### config.mk
export PLATFORM = sky130hd
export DESIGN_NAME = rv_multicycle_core
export DESIGN_NICKNAME = d
export VERILOG_FILES = /design/src/rtl/rv_multicycle_core.sv
export SDC_FILE = /design/constraint.sdc
export NUM_CORES = 2
export LEC_CHECK = 0
export CAP_MARGIN = 20
export CELL_PAD_IN_SITES_DETAIL_PLACEMENT = 1
export CELL_PAD_IN_SITES_GLOBAL_PLACEMENT = 1
export CORE_MARGIN = 4
export CORE_UTILIZATION = 53
export DETAILED_ROUTE_END_ITERATION = 12
export PLACE_DENSITY = 0.77
export SYNTH_ARGS = -nofsm -noshare
export SYNTH_HDL_FRONTEND = slang
export SYNTH_SLANG_ARGS = --single-unit
### constraint.sdc
create_clock -name clk -period 6.9 [get_ports clk]
set_input_delay 2.07 -clock clk [delete_from_list [all_inputs] [get_ports clk]]
set_output_delay 2.07 -clock clk [all_outputs]
set_load 0.05 [all_outputs]
### src/rtl/rv_multicycle_core.sv
// rv_multicycle_core: multi-cycle RV32I/RV32E core (FETCH/DECODE/EXEC/WB/HALT); CPU_INSTRET_EN adds an instret counter.
// Latency: 4 cycles per instruction when imem_valid arrives in the first FETCH cycle, +1 per cycle imem_valid is low.
// Backpressure: FETCH holds imem_req and imem_addr until imem_valid; an illegal instruction parks the core in HALT until reset.
module rv_multicycle_core #(
  parameter int          NREGS    = 32,
  parameter logic [31:0] PC_RESET = 32'h0000_0000,
  parameter int          IMEM_AW  = 32
) (
  input  logic               clk,
  input  logic               rst_n,
  output logic               imem_req,
  output logic [IMEM_AW-1:0] imem_addr,
  input  logic               imem_valid,
  input  logic [31:0]        imem_rdata,
  input  logic [2:0]         dbg_sel,
  output logic [31:0]        dbg_data,
  output logic [3:0]         fr,
  output logic               halted
);

  localparam int         RW = $clog2(NREGS);
  localparam logic [5:0] NR = 6'(NREGS);

  if (NREGS != 32 && NREGS != 16) begin : g_bad_nregs
    $error("rv_multicycle_core: NREGS must be 32 or 16");
  end

  // One-hot codes double as the dbg_sel=7 view of the state.
  typedef enum logic [4:0] {
    S_FETCH  = 5'b00001,
    S_DECODE = 5'b00010,
    S_EXEC   = 5'b00100,
    S_WB     = 5'b01000,
    S_HALT   = 5'b10000
  } state_t;

  state_t      state, state_nxt;
  logic [31:0] pc, ir, a_q, b_q, f_q;
  logic [31:0] regs [NREGS];
  logic [31:0] instret;

  logic [6:0]  opcode, funct7;
  logic [2:0]  funct3;
  logic [4:0]  rd, rs1, rs2;
  logic        is_r, is_i, is_lui;
  logic        f7_ok, regs_ok, legal;
  logic [31:0] imm_i, lui_val, rd_a, rd_b;

  assign opcode  = ir[6:0];
  assign rd      = ir[11:7];
  assign funct3  = ir[14:12];
  assign rs1     = ir[19:15];
  assign rs2     = ir[24:20];
  assign funct7  = ir[31:25];
  assign is_r    = (opcode == 7'b0110011);
  assign is_i    = (opcode == 7'b0010011);
  assign is_lui  = (opcode == 7'b0110111);
  assign imm_i   = {{20{ir[31]}}, ir[31:20]};
  assign lui_val = {ir[31:12], 12'b0};

  // Only sub/sra (R) and srai (I) may carry funct7=0100000; shift immediates allow nothing else.
  always_comb begin
    f7_ok = 1'b1;
    if (is_r) begin
      f7_ok = (funct7 == 7'b0000000) ||
              (funct7 == 7'b0100000 && (funct3 == 3'b000 || funct3 == 3'b101));
    end else if (is_i && funct3 == 3'b001) begin
      f7_ok = (funct7 == 7'b0000000);
    end else if (is_i && funct3 == 3'b101) begin
      f7_ok = (funct7 == 7'b0000000) || (funct7 == 7'b0100000);
    end
  end

  assign regs_ok = ({1'b0, rd} < NR) &&
                   (!(is_r || is_i) || ({1'b0, rs1} < NR)) &&
                   (!is_r || ({1'b0, rs2} < NR));
  assign legal   = (is_r || is_i || is_lui) && f7_ok && regs_ok;

  assign rd_a = (rs1 == 5'd0) ? 32'h0 : regs[rs1[RW-1:0]];
  assign rd_b = (rs2 == 5'd0) ? 32'h0 : regs[rs2[RW-1:0]];

  logic [31:0] op_b, alu_y;
  logic [32:0] sum, diff;
  logic [4:0]  shamt;
  logic        alu_cf, alu_of;

  assign op_b  = is_r ? b_q : imm_i;
  assign sum   = {1'b0, a_q} + {1'b0, op_b};
  assign diff  = {1'b0, a_q} - {1'b0, op_b};
  assign shamt = op_b[4:0];

  always_comb begin
    alu_y  = 32'h0;
    alu_cf = 1'b0;
    alu_of = 1'b0;
    case (funct3)
      3'b000: begin
        if (is_r && funct7[5]) begin
          alu_y  = diff[31:0];
          alu_cf = diff[32];
          alu_of = (a_q[31] != op_b[31]) && (diff[31] != a_q[31]);
        end else begin
          alu_y  = sum[31:0];
          alu_cf = sum[32];
          alu_of = (a_q[31] == op_b[31]) && (sum[31] != a_q[31]);
        end
      end
      3'b001: alu_y = a_q << shamt;
      3'b010: alu_y = {31'b0, $signed(a_q) < $signed(op_b)};
      3'b011: alu_y = {31'b0, a_q < op_b};
      3'b100: alu_y = a_q ^ op_b;
      3'b101: alu_y = funct7[5] ? 32'($signed(a_q) >>> shamt) : (a_q >> shamt);
      3'b110: alu_y = a_q | op_b;
      default: alu_y = a_q & op_b;
    endcase
  end

  always_ff @(posedge clk) begin
    if (!rst_n) state <= S_FETCH;
    else        state <= state_nxt;
  end

  always_comb begin
    state_nxt = state;
    imem_req  = 1'b0;
    halted    = 1'b0;
    case (state)
      S_FETCH: begin
        imem_req = 1'b1;
        if (imem_valid) state_nxt = S_DECODE;
      end
      S_DECODE: state_nxt = legal ? S_EXEC : S_HALT;
      S_EXEC:   state_nxt = S_WB;
      S_WB:     state_nxt = S_FETCH;
      S_HALT:   halted    = 1'b1;
      default:  state_nxt = S_FETCH;
    endcase
  end

  always_ff @(posedge clk) begin
    if (!rst_n) begin
      pc  <= PC_RESET;
      ir  <= 32'h0;
      a_q <= 32'h0;
      b_q <= 32'h0;
      f_q <= 32'h0;
      fr  <= 4'h0;
      for (int i = 0; i < NREGS; i++) regs[i] <= 32'h0;
    end else begin
      case (state)
        S_FETCH: if (imem_valid) ir <= imem_rdata;
        S_DECODE: begin
          a_q <= rd_a;
          b_q <= rd_b;
        end
        S_EXEC: begin
          if (is_lui) begin
            f_q <= lui_val;
          end else begin
            f_q <= alu_y;
            fr  <= {alu_y == 32'h0, alu_cf, alu_of, alu_y[31]};
          end
        end
        S_WB: begin
          if (rd != 5'd0) regs[rd[RW-1:0]] <= f_q;
          pc <= pc + 32'd4;
        end
        default: ;
      endcase
    end
  end

`ifdef CPU_INSTRET_EN
  always_ff @(posedge clk) begin
    if (!rst_n)              instret <= 32'h0;
    else if (state == S_WB)  instret <= instret + 32'd1;
  end
`else
  assign instret = 32'h0;
`endif

  assign imem_addr = pc[IMEM_AW-1:0];

  always_comb begin
    dbg_data = 32'h0;
    case (dbg_sel)
      3'd0: dbg_data = pc;
      3'd1: dbg_data = ir;
      3'd2: dbg_data = f_q;
      3'd3: dbg_data = a_q;
      3'd4: dbg_data = b_q;
      3'd5: dbg_data = f_q;
      3'd6: dbg_data = instret;
      default: dbg_data = {27'b0, state};
    endcase
  end

endmodule

## Yosys cells after proc, flatten, opt, wreduce, memory -nomap -nowiden

Memory sizes are Yosys's and may differ from the RTL's. A register that Yosys moved wholly into a read port is not among the register bits.
Cells that the tools add are included.

| operators by class | value |
|---|---|
| add/subtract/negate cells | 3 |
| order comparisons | 2 |
| equal/unequal tests | 26 |
| shift operators | 3 |
| multiplexer cells | 32 |
| bitwise logic cells | 5 |
| reduce and logical (&&, ||, !) cells | 24 |

Operators by type and width:

| cell | count |
|---|---|
| $mux 32 | 7 |
| $pmux 32 s7 | 1 |
| $pmux 32 s6 | 1 |
| $lt 32x32->1 | 2 |
| $mux 5 | 7 |
| $add 32x32->33 | 1 |
| $sub 32x32->33 | 1 |
| $add 32x3->32 const B | 1 |
| $and 32x32->32 | 1 |
| $logic_not 32->1 | 1 |
| $or 32x32->32 | 1 |
| $reduce_or 32->1 | 1 |
| $shl 32x5->32 | 1 |
| $shr 32x5->32 | 1 |
| $sshr 32x5->32 | 1 |
| $xor 32x32->32 | 1 |
| $eq 7x6->1 const B | 3 |
| $pmux 5 s4 | 1 |
| $eq 3x3->1 const B | 6 |
| $mux 1 | 15 |
| $eq 3x2->1 const B | 4 |
| $logic_not 5->1 | 2 |
| $eq 7x5->1 const B | 1 |
| $logic_and 1x1->1 | 7 |
| other kinds (16) | 27 |

| word-level totals | value |
|---|---|
| register bits | 169 |
| bits in writable memories | 1024 |
| input port bits | 38 |
| word-level logic and storage cells | 103 |
| memories | 1 |

Memory list:

| name | depth | width | read ports | clocked after memory_dff | wr ports | line | RTL |
|---|---|---|---|---|---|---|---|
| regs | 32 | 32 | 2 | 2 | 32 | 39 | `logic [31:0] regs [NREGS];` |

## Depth between registers and ports, before layout

| logic depth | value |
|---|---|
| word-level depth | 8 |
| depth in mapped cells | 25 |
| depth with buffers taken out | 19 |

## Worst setup path before layout

OpenSTA, ideal clock, no wires.

| timing | value |
|---|---|
| kind | input -> output |
| start | input dbg_sel[0] |
| end | output dbg_data[3] |
| arrival | 4.063 ns |
| slack | 0.767 ns |
| stages | 7 |
| path buffers | 2 |
| cell sequence | clkbuf_1 > nor2b_1 > and2_1 > clkbuf_1 > a222oi_1 > a21boi_0 > o221ai_1 |

| between the ends | value |
|---|---|
| longest elaborated chain between the ends | 3 |
| elaborated cells on any way between the ends | 9 |
| those cells by class | eq/ne: 6; mux: 1; reduce/logical: 2 |

Ends and longest elaborated chain:

| what | line | RTL |
|---|---|---|
| start, declared | 15 | `input logic [2:0] dbg_sel,` |
| $eq 3x3->1 / $eq 3x2->1 (equally long branches) | 186 | `case (dbg_sel)` |
| $reduce_or 2->1 (no source line) | -- |  |
| $pmux 32 s6 * | 186 |  |
| end, declared | 16 | `output logic [31:0] dbg_data,` |

Every way passes the cells marked *; elsewhere a longest branch is shown, timed or not.

## Worst setup path after layout

| timing | value |
|---|---|
| start | input dbg_sel[2] |
| end | output dbg_data[4] |

The elaborated chain is that of the path after synthesis.

==> results.md <==
- Sequential share of the synthesized area: 47.3%
- Comb power frac: 14.6%
- EDFF count, synth: 1024
- Library cells used by synthesis: 118
- Die Wd: 378 microns
- Clock skew: 0.0700 ns
- Synth Flop Type: edfxtp_1
- Setup violators final: 0
- Global-route wire length before repair: 445000 microns
- Final wirelength: 318000 microns
- Worst Setup SP: dbg_sel[2]
- Synth Area in XOR/XNOR: 0.616%
- VDD IR-drop max: 0.261 mV
- Syn. warnings: 0
- Most frequent cells in the layout: edfxtp_1, and2_1, mux4_2
- All-Layer GR Usage: 44.2%
- Worst Max-Slew Pin Slew: 1.23 ns
- Worst skew pair latency: 0.82 ns
- Setup_tns: 0 ns
- R2R Setup Slk: 0.90 ns
- TritonCTS Buffers: 134
- Worst Path Arrival: 4.40 ns
- Fin crit period: 6.47 ns
- Hold Crit Class: flip-flop to flip-flop
- Post-cts sizing count: 0
- Post-synthesis sequential element count: 1201
- Number of routed nets with antenna violations: 0
- Drt drc: 0
- Initial antenna violation count: 30
- Final worst setup slack: 0.425 ns
- Count of final hold-check violations: 0
- Nets: 5965
- Most common cell after layout, fill and taps aside: edfxtp_1
- Maximum clock insertion buffer count: 3
- Slew Viols, Final: 0
- Total number of vias: 57700
- Core footprint: 136000 sq um
- Cell Count, Final, Fillers Out: 7732
- CTS tree: done
- Pre-CTS setup slack: 0.540 ns
- Post-DP HPWL: 212000 microns
- Row count: 135
- Setup crit end kind: output port
- # H-tree levels: 4
- Share of cells above drive strength 1: 21.9%
- Placed cell count: 7474
- Lkg Pwr: 28.0 nW
- Sequential power share: 45.1%
- Layout fillers: 13100
- Combinational family with the most area after synthesis: multiplexers
- FFs w/ async S/R, synth: 0%
- Wire per inst: 41.1 microns
- Sw power: 5.16 mW
- CTS Hold Buffers Added: 0
- Mux contribution to synthesized area: 21.6%
- Post-synthesis compound-gate area fraction: 9.45%
- Initial Utilization: 53.5%
- Number of global-route vias before repair: 58900
- Switching share of power: 27.9%
- Mean Syn Cell Area: 12.3 sq um
- Hold Path Cell Cnt: 2
- RSZ-0062 raised after global routing: no
- F_max: 154 MHz
- Root buf cell: clkbuf_16
- First-pass detailed-route iteration total: 6
- Worst Reg-to-Reg Cells: 19
- Grt total ovfl: 0
- Worst EP required: 4.83 ns
- Die Ht: 378 microns
- Via density: 7.46
- Buffers on Ports: 105
- CTS Sinks: 1201
- Clk pwr share: 40.3%
- Crit-path max FO: 13
- Max Cap Viol: 0
- Die area: 143000 sq um
- Pwr dens: 227 nW/um^2
- Synth Area in Simple Gates: 15.5%
- Initial DRC Count: 8825
- Status: completed
- Reg2reg start: ir[2]$_SDFFE_PN0P_
- Gate Count Post-Synth: 5901
- Worst hold endpoint: fr[1]$_SDFFE_PN0P_
- Min-delay src: fr[1]$_SDFFE_PN0P_
- Area delta synth->final: 12.1%
- Crit share post-route: 93.8%
- Relative slew slack: 18.1%
- Critical path launch point type: input port
- Power, Total: 18.5 mW
- Top Ports: 108
- Mapped Area: 72500 sq um
- Clock-pin slew on the worst setup and hold paths: 0.06 ns
- Adder-cell share of the synthesized area: 1.60%
- R2R Path End: fr[3]$_SDFFE_PN0P_
- Largest net degree at the start of global routing: 116
- Kind of critical path: input port to output port
- RePlAce Congestion: 1.05
- Internal: 13.3 mW
- Post-CTS Setup Bufs: 0
-- how the worst max path moves through the flow --
stage	to	depth (start not counted)
floorplan	dbg_data[3]	7
global placement	dbg_data[3]	7
detailed placement	dbg_data[3]	7
CTS	dbg_data[3]	7
global route	dbg_data[3]	7
finish	dbg_data[4]	7
-- logic make-up after synthesis --
family,after synthesis
other cells,1
buf+inv,713
simple gates,2086
mux,760
xor+xnor,51
compound gates,997
flops,1201
fa+ha+maj,92
-- metal layers --
metal | vias up | track usage (%) | part of all wire [%]
li1 | 22200 | - | -
met1 | 29500 | 56.0 | 35
met2 | 4605 | 67.8 | 45
met3 | 1265 | 13.0 | 12
met4 | 20 | 26.5 | 7.3
met5 | - | 0 | 0.038
-- through the flow --
stage / cell area, sq um / hold WS, ns / util, %
5_1_grt: 81200 / 0.479 / 59.9
6_report: 81300 / 0.462 / 59.9
4_1_cts: 81100 / 0.470 / 59.8
3_3_place_gp: 76500 / 0.445 / 56.4
2_1_floorplan: 72600 / 0.460 / -
3_5_place_dp: 76600 / 0.460 / 56.5
-- state kept, by name (all words and copies together), names as in the netlist, named ones only --
register,count
regs,1024
a_q,32
b_q,32
f_q,32
ir,32
imem_addr,30
state,5
fr,4
-- critical path: stages --
cell and delay (ns):
clkdlybuf4s50_1 0.79, nor2b_1 0.15, and2_1 0.23, a222oi_1 0.49, a21boi_0 0.24, o221ai_1 0.22
buf_12 0.21
-- layout make-up --
cell class	instances	area [sq um]	area share (%)
multi-input cells	4020	36100	44.4
flip-flops and latches	1201	34300	42.2
repair buffers	367	3740	4.60
clock buffers	168	3630	4.47
well taps	1781	2230	2.74
clock inverters	74	840	1.03
inverters	111	424	0.522
diodes	10	25.0	0.0308
-- cells in the mapped netlist, types with 25 or more instances --
master	instances	share of area, %
nor2_1	380	2.0
mux4_2	641	20
dfxtp_1	177	4.9
a211oi_1	94	0.97
xor2_1	26	0.31
nor3_1	69	0.48
a21oi_1	259	1.8
buf_2	30	0.21
xnor2_1	25	0.30
a311oi_1	29	0.35
o21ai_0	147	1.0
a21o_1	30	0.31
nand3_1	114	0.79
o211ai_1	33	0.34
clkbuf_1	473	2.4
a22oi_1	116	1.2
edfxtp_1	1024	42
nand2b_1	66	0.57
ha_1	91	1.6
nand2_1	328	1.7
o22ai_1	27	0.23
and2_1	981	8.5
inv_1	105	0.54
mux2i_1	105	1.4
a31oi_1	27	0.23
buf_1	72	0.37
-- power by group through the flow --
| stage | combinational (mW) | sequential (mW) | clock (mW) |
|---|---|---|---|
| 5_1_grt | 2.77 | 8.34 | 7.78 |
| 3_5_place_dp | 2.59 | 8.46 | 0 |
| 6_report | 2.70 | 8.33 | 7.44 |
| 2_1_floorplan | 1.63 | 8.34 | 0 |
| 3_3_place_gp | 2.55 | 8.42 | 0 |
| 4_1_cts | 2.61 | 8.31 | 7.45 |
Note: power is estimated with default switching activity, not from simulation.
